### src/rtl/z80bm_pkg.sv
// Shared definitions for the Z80 bus master: command op encoding, bus-cycle
// state enum and op decode helpers.
package z80bm_pkg;

  localparam logic [1:0] OP_MEM_RD = 2'd0;
  localparam logic [1:0] OP_MEM_WR = 2'd1;
  localparam logic [1:0] OP_IO_RD  = 2'd2;
  localparam logic [1:0] OP_IO_WR  = 2'd3;

  typedef enum logic [2:0] {
    IDLE,
    T1,
    T2,
    TWA,
    TW,
    T3,
    DONE
  } state_t;

  function automatic logic is_io(input logic [1:0] op);
    return op[1];
  endfunction

  function automatic logic is_wr(input logic [1:0] op);
    return op[0];
  endfunction

endpackage

### src/rtl/z80bm_tick.sv
// T-state prescaler: tick is high on the last system clock of each T-state;
// clr restarts the T-state so the first one after a command is full length.
module z80bm_tick #(
  parameter int CLK_DIV = 6
) (
  input  logic clk,
  input  logic rst_n,
  input  logic clr,
  output logic tick
);

  localparam int CNT_W = $clog2(CLK_DIV);

  logic [CNT_W-1:0] cnt;

  assign tick = (cnt == CNT_W'(CLK_DIV - 1));

  always_ff @(posedge clk or negedge rst_n) begin
    if (!rst_n) begin
      cnt <= '0;
    end else if (clr || tick) begin
      cnt <= '0;
    end else begin
      cnt <= cnt + CNT_W'(1);
    end
  end

endmodule

### src/rtl/z80_bus_master.sv
// Z80 bus initiator: turns single-beat commands into T-state timed bus cycles.
// Define Z80BM_WAIT_TIMEOUT_EN to abort a cycle after WAIT_TIMEOUT TW states.
module z80_bus_master
  import z80bm_pkg::*;
#(
  parameter int CLK_DIV = 6
`ifdef Z80BM_WAIT_TIMEOUT_EN
  , parameter int WAIT_TIMEOUT = 1024
`endif
) (
  input  logic        CLK_24MHz,
  input  logic        RES,
  // cmd: a command transfers in any cycle where cmd_valid && cmd_ready.
  input  logic        cmd_valid,
  output logic        cmd_ready,
  input  logic [1:0]  cmd_op,
  input  logic [15:0] cmd_addr,
  input  logic [7:0]  cmd_wdata,
  output logic        rsp_valid,
  output logic [7:0]  rsp_rdata,
  output logic        rsp_err,
  output logic [15:0] A,
  output logic [7:0]  D_out,
  output logic        D_oe,
  input  logic [7:0]  D_in,
  output logic        MREQ,
  output logic        IORQ,
  output logic        RD,
  output logic        WR,
  input  logic        WAIT,
  output state_t      dbg_state
);

  state_t     state;
  logic [1:0] op_q;
  logic       wait_q1, wait_q2;
  logic       tick;
  logic       accept;

  assign accept    = cmd_valid && cmd_ready;
  assign dbg_state = state;

  z80bm_tick #(.CLK_DIV(CLK_DIV)) u_tick (
    .clk   (CLK_24MHz),
    .rst_n (RES),
    .clr   (accept),
    .tick  (tick)
  );

  // WAIT is asynchronous to the CPLD clock; idle level is high.
  always_ff @(posedge CLK_24MHz or negedge RES) begin
    if (!RES) begin
      wait_q1 <= 1'b1;
      wait_q2 <= 1'b1;
    end else begin
      wait_q1 <= WAIT;
      wait_q2 <= wait_q1;
    end
  end

`ifdef Z80BM_WAIT_TIMEOUT_EN
  localparam int TW_W = $clog2(WAIT_TIMEOUT + 1);
  logic [TW_W-1:0] tw_cnt;
`else
  assign rsp_err = 1'b0;
`endif

  always_ff @(posedge CLK_24MHz or negedge RES) begin
    if (!RES) begin
      state     <= IDLE;
      op_q      <= OP_MEM_RD;
      A         <= '0;
      D_out     <= '0;
      D_oe      <= 1'b0;
      MREQ      <= 1'b1;
      IORQ      <= 1'b1;
      RD        <= 1'b1;
      WR        <= 1'b1;
      cmd_ready <= 1'b1;
      rsp_valid <= 1'b0;
      rsp_rdata <= '0;
`ifdef Z80BM_WAIT_TIMEOUT_EN
      rsp_err   <= 1'b0;
      tw_cnt    <= '0;
`endif
    end else begin
      rsp_valid <= 1'b0;
      case (state)
        IDLE: begin
          if (accept) begin
            op_q      <= cmd_op;
            A         <= cmd_addr;
            cmd_ready <= 1'b0;
            if (is_wr(cmd_op)) begin
              D_out <= cmd_wdata;
              D_oe  <= 1'b1;
            end
`ifdef Z80BM_WAIT_TIMEOUT_EN
            rsp_err <= 1'b0;
`endif
            state <= T1;
          end
        end
        T1: begin
          if (tick) begin
            MREQ  <= is_io(op_q);
            IORQ  <= !is_io(op_q);
            RD    <= is_wr(op_q);
            WR    <= !is_wr(op_q);
`ifdef Z80BM_WAIT_TIMEOUT_EN
            tw_cnt <= '0;
`endif
            state <= T2;
          end
        end
        T2: begin
          if (tick) begin
            if (is_io(op_q)) state <= TWA;
            else if (!wait_q2) state <= TW;
            else state <= T3;
          end
        end
        TWA: begin
          if (tick) state <= wait_q2 ? T3 : TW;
        end
        TW: begin
          if (tick && wait_q2) begin
            state <= T3;
          end
`ifdef Z80BM_WAIT_TIMEOUT_EN
          else if (tick) begin
            if (tw_cnt == TW_W'(WAIT_TIMEOUT - 1)) begin
              MREQ      <= 1'b1;
              IORQ      <= 1'b1;
              RD        <= 1'b1;
              WR        <= 1'b1;
              rsp_valid <= 1'b1;
              rsp_err   <= 1'b1;
              if (!is_wr(op_q)) rsp_rdata <= 8'hFF;
              state     <= DONE;
            end else begin
              tw_cnt <= tw_cnt + TW_W'(1);
            end
          end
`endif
        end
        T3: begin
          if (tick) begin
            if (!is_wr(op_q)) rsp_rdata <= D_in;
            MREQ      <= 1'b1;
            IORQ      <= 1'b1;
            RD        <= 1'b1;
            WR        <= 1'b1;
            rsp_valid <= 1'b1;
            state     <= DONE;
          end
        end
        DONE: begin
          // A stays on the bus through idle; only the data driver is released.
          D_oe      <= 1'b0;
          cmd_ready <= 1'b1;
          state     <= IDLE;
        end
        default: state <= IDLE;
      endcase
    end
  end

endmodule

### config.mk
export PLATFORM = sky130hd
export DESIGN_NAME = z80_bus_master
export DESIGN_NICKNAME = d
export VERILOG_FILES = /design/src/rtl/z80bm_pkg.sv /design/src/rtl/z80bm_tick.sv /design/src/rtl/z80_bus_master.sv
export SDC_FILE = /design/constraint.sdc
export NUM_CORES = 1
export LEC_CHECK = 0
export BUFFER_PORTS_ARGS = -buffer_cell sky130_fd_sc_hd__clkbuf_2
export CAP_MARGIN = 20
export CORE_ASPECT_RATIO = 1.2
export CORE_MARGIN = 3
export CORE_UTILIZATION = 45
export CTS_CLUSTER_DIAMETER = 200
export DETAILED_ROUTE_END_ITERATION = 12
export GPL_ROUTABILITY_DRIVEN = 0
export PLACE_DENSITY = 0.76
export SLEW_MARGIN = 20
export SYNTH_ARGS = -nofsm -noshare
export SYNTH_HDL_FRONTEND = slang
export SYNTH_SLANG_ARGS = --single-unit
### constraint.sdc
create_clock -name CLK_24MHz -period 2.7 [get_ports CLK_24MHz]
set_input_delay 0.135 -clock CLK_24MHz [delete_from_list [all_inputs] [get_ports CLK_24MHz]]
set_output_delay 0.135 -clock CLK_24MHz [all_outputs]
set_load 0.02 [all_outputs]
==> summary.txt <==
STA
-----------------------------------------------------------------------------------------------
Fmax achieved ....................................................................   0.4798 GHz
Max-slew violation count .........................................................            0
Worst-margin pin slew ............................................................     689.8 ps
Final critical delay including setup and external delays .........................      2084 ps
Remaining max-slew budget at the tightest pin ....................................       0.5402
Final-report setup violation count ...............................................            0
Post-route clock skew ............................................................     5.553 ps
Unrepaired setup endpoints after global routing ..................................        false
Period utilisation layout ........................................................       0.7719
Worst hold slack .................................................................     67.87 ps
Total negative slack .............................................................         0 ps
Setup WS post-layout .............................................................     615.9 ps
Final Hold Vio Count .............................................................            0

SYNTH
-----------------------------------------------------------------------------------------------
Mapped cell area ................................................................. 0.001917 mm²
Number of register bits inferred by synthesis ....................................           49
Top-area cell type share of the netlist area .....................................       0.5483
Predominant post-synthesis flop cell ............................................. sky130_fd_sc_hd__dfrtp_1
Portion of the post-synthesis area used by sequential elements ...................       0.6443
Average size of a mapped cell ....................................................    13.89 µm²
Yosys top cell by area ........................................................... sky130_fd_sc_hd__dfrtp_1
Number of enable flip-flop cells after synthesis .................................            0
Asr flop ratio synth .............................................................        1.000
Most numerous cell in the Yosys netlist .......................................... sky130_fd_sc_hd__dfrtp_1
Top cell types by occurrence after synthesis ..................................... sky130_fd_sc_hd__dfrtp_1, sky130_fd_sc_hd__mux2_2, sky130_fd_sc_hd__nor2_1
Netlist cell types ...............................................................           24
Post-Syn Nets ....................................................................          178
Number of warnings reported in the yosys synthesis log ...........................            0
Synthesized instance count .......................................................          138
Top area cells in the synthesized netlist ........................................ sky130_fd_sc_hd__dfrtp_1, sky130_fd_sc_hd__mux2_2, sky130_fd_sc_hd__dfstp_2

CRITICAL PATH
-----------------------------------------------------------------------------------------------
Critical path data arrival time ..................................................      2260 ps
Reg2Reg Capture Point ............................................................ rsp_rdata[7]
Internal reg-to-reg setup slack ..................................................       620 ps
Worst R2R Path Depth .............................................................            6
Category of the most critical setup path ......................................... register to register
Worst Path Max Fanout ............................................................           10
Endpoint type of the worst setup path ............................................     register
R2r startpoint ................................................................... u_tick.cnt[1]
Type of origin of the critical path ..............................................     register
Data required time at the worst endpoint .........................................      2870 ps

PLACE
-----------------------------------------------------------------------------------------------
Placed Cells incl. Taps ..........................................................          268
Count of port buffers added during placement .....................................           79
Cell Area, Placed ................................................................ 0.002369 mm²
Worst slack after detailed placement .............................................     635.1 ps
DPL Wire Length ..................................................................      2808 µm

CTS
-----------------------------------------------------------------------------------------------
Clock input transition at the sequential cells of the worst setup and hold paths .        80 ps
Max Buffers Root-to-Sink .........................................................            2
Hold-fix buffers, CTS ............................................................            2
Number of H-tree levels ..........................................................            2
Clock latency at the later pin of the worst-skew pair ............................       290 ps
Number of buffers added for setup after CTS ......................................            0
Clock Root Buffer ................................................................ sky130_fd_sc_hd__clkbuf_8
Inserted Clock Buffers ...........................................................            5
Clock Sink Count .................................................................           49
Gates resized, CTS repair ........................................................            0
Clock tree from TritonCTS ........................................................         done

ROUTE
-----------------------------------------------------------------------------------------------
Per-cell routed wire length ......................................................     13.20 µm
Total via count after detailed routing ...........................................         1353
TritonRoute pass-1 iters .........................................................            4
Remaining design rule violation count ............................................            0
DRT Wirelength ...................................................................      3669 µm
Number of design-rule violations left by the first detailed-router iteration .....           68
Final antenna-violating net count ................................................            0
Vias per Instance ................................................................        4.867

LAYOUT
-----------------------------------------------------------------------------------------------
Fraction of final layout cells with drive strength greater than 1 ................       0.5804
Post-Layout Inst Area ............................................................ 0.002479 mm²
Final cell count without fillers .................................................          278
Post-layout net count ............................................................          263
Area growth, synth to finish .....................................................       29.31%
Number of antenna diodes .........................................................            0

DIE
-----------------------------------------------------------------------------------------------
Initial core utilization .........................................................       0.4750
Core area ........................................................................ 0.004035 mm²
Height of the die ................................................................     77.50 µm
Width of the die .................................................................     65.58 µm
Floorplan die area ............................................................... 0.005082 mm²
Count of pins on the block boundary ..............................................           81
Number of core rows ..............................................................           25

STATUS
-----------------------------------------------------------------------------------------------
Outcome .......................................................................... finished clean

GRT
-----------------------------------------------------------------------------------------------
Wire length of the first global-routing pass .....................................      6085 µm
Congestion Overflow GR ...........................................................            0
Antenna violations before repair .................................................            0
Via count of the first global-routing pass .......................................         1344
Global-route usage over all layers ...............................................       0.1564
Maximum number of pins on one net before global-route repair .....................           30

POWER AND IR DROP
-----------------------------------------------------------------------------------------------
Total power density per cell area ................................................ 953.5 mW/mm²
Max rail drop VDD ................................................................    0.6124 mV
Pleak ............................................................................  0.001367 µW

WORST HOLD PATH
-----------------------------------------------------------------------------------------------
Worst Hold Class ................................................................. input port to register
End point of the most critical hold path ......................................... rsp_rdata[2]
Launch instance of the worst min-delay path ......................................      D_in[2]
Cell depth of the worst min-delay path ...........................................            2

FLOW RUN
-----------------------------------------------------------------------------------------------
Max-cap check violation count ....................................................            0

-- cells by family (layout without fill, tap and decap cells) --
family,Yosys count,count (layout),share of synthesized area
AOI/OAI and AO/OA,17,17,0.04830
adders and majority gates,2,2,0.01305
buffers and inverters,10,96,0.02676
DFF,49,49,0.6443
muxes,35,35,0.2050
other,1,1,0.001956
and+or+nand+nor,24,24,0.06071
-- worst max path at each step --
| stage | slack [ps] | cells after the start | startpoint | endpoint |
|---|---|---|---|---|
| global route | 470 | 6 | u_tick.cnt[1] | rsp_rdata[7] |
| floorplan | 840 | 7 | u_tick.cnt[1] | rsp_rdata[0] |
| detailed placement | 640 | 6 | u_tick.cnt[1] | rsp_rdata[7] |
| finish | 620 | 6 | u_tick.cnt[1] | rsp_rdata[7] |
| global placement | 690 | 6 | u_tick.cnt[1] | rsp_rdata[7] |
| CTS | 610 | 6 | u_tick.cnt[1] | rsp_rdata[7] |
-- final cells by class --
type | instances | area [µm²]
sequential | 49 | 1235
multi-input combinational | 79 | 636.9
clock buffer | 8 | 90.09
inverter | 5 | 18.77
fill | 342 | 1556
tap | 54 | 67.56
timing repair buffer | 83 | 430.4
-- cell usage in the layout, fill, tap and decap left out, types with 5 or more instances in the layout --
master and n:
sky130_fd_sc_hd__o21ai_0 5, sky130_fd_sc_hd__clkbuf_2 79, sky130_fd_sc_hd__nor2_1 10, sky130_fd_sc_hd__nand2_1 7
sky130_fd_sc_hd__clkbuf_8 6, sky130_fd_sc_hd__inv_1 5, sky130_fd_sc_hd__dfrtp_1 42, sky130_fd_sc_hd__dfstp_2 7
sky130_fd_sc_hd__mux2_2 34, sky130_fd_sc_hd__a21oi_1 8
-- sequential cells by signal (all words and copies together), names as in the netlist, 2 cells and up --
register,count
D_out,8
dbg_state,3
u_tick.cnt,3
A,16
op_q,2
rsp_rdata,8
-- where the power goes --
group	switching, µW	leakage (µW)	total, µW	internal, µW
sequential	152	0.000638	1120	967
clock	217	0.0000455	426	209
combinational	485	0.000683	818	333
-- metrics by stage --
stage               power, µW    util
detailed placement       1963  0.5870
finish                   2363  0.6143
global route             2539  0.6143
CTS                      2400  0.6143
floorplan                1668       -
global placement         1941  0.5870
-- critical path, stage by stage (launching register included) --
cell	delay [ps]
sky130_fd_sc_hd__dfrtp_1	390
sky130_fd_sc_hd__inv_1	60
sky130_fd_sc_hd__ha_1	170
sky130_fd_sc_hd__nand2_1	100
sky130_fd_sc_hd__or3_1	480
sky130_fd_sc_hd__nor3_4	380
sky130_fd_sc_hd__mux2_2	390
-- per-layer routing --
layer / vias up / GRT usage / wire length (µm)
met5: - / 0 / 0
met4: 0 / 0.04357 / 27
met3: 4 / 0.05499 / 251
met2: 46 / 0.2563 / 1843
met1: 656 / 0.1944 / 1545
li1: 647 / - / -
(Power assumes the default switching activity.)
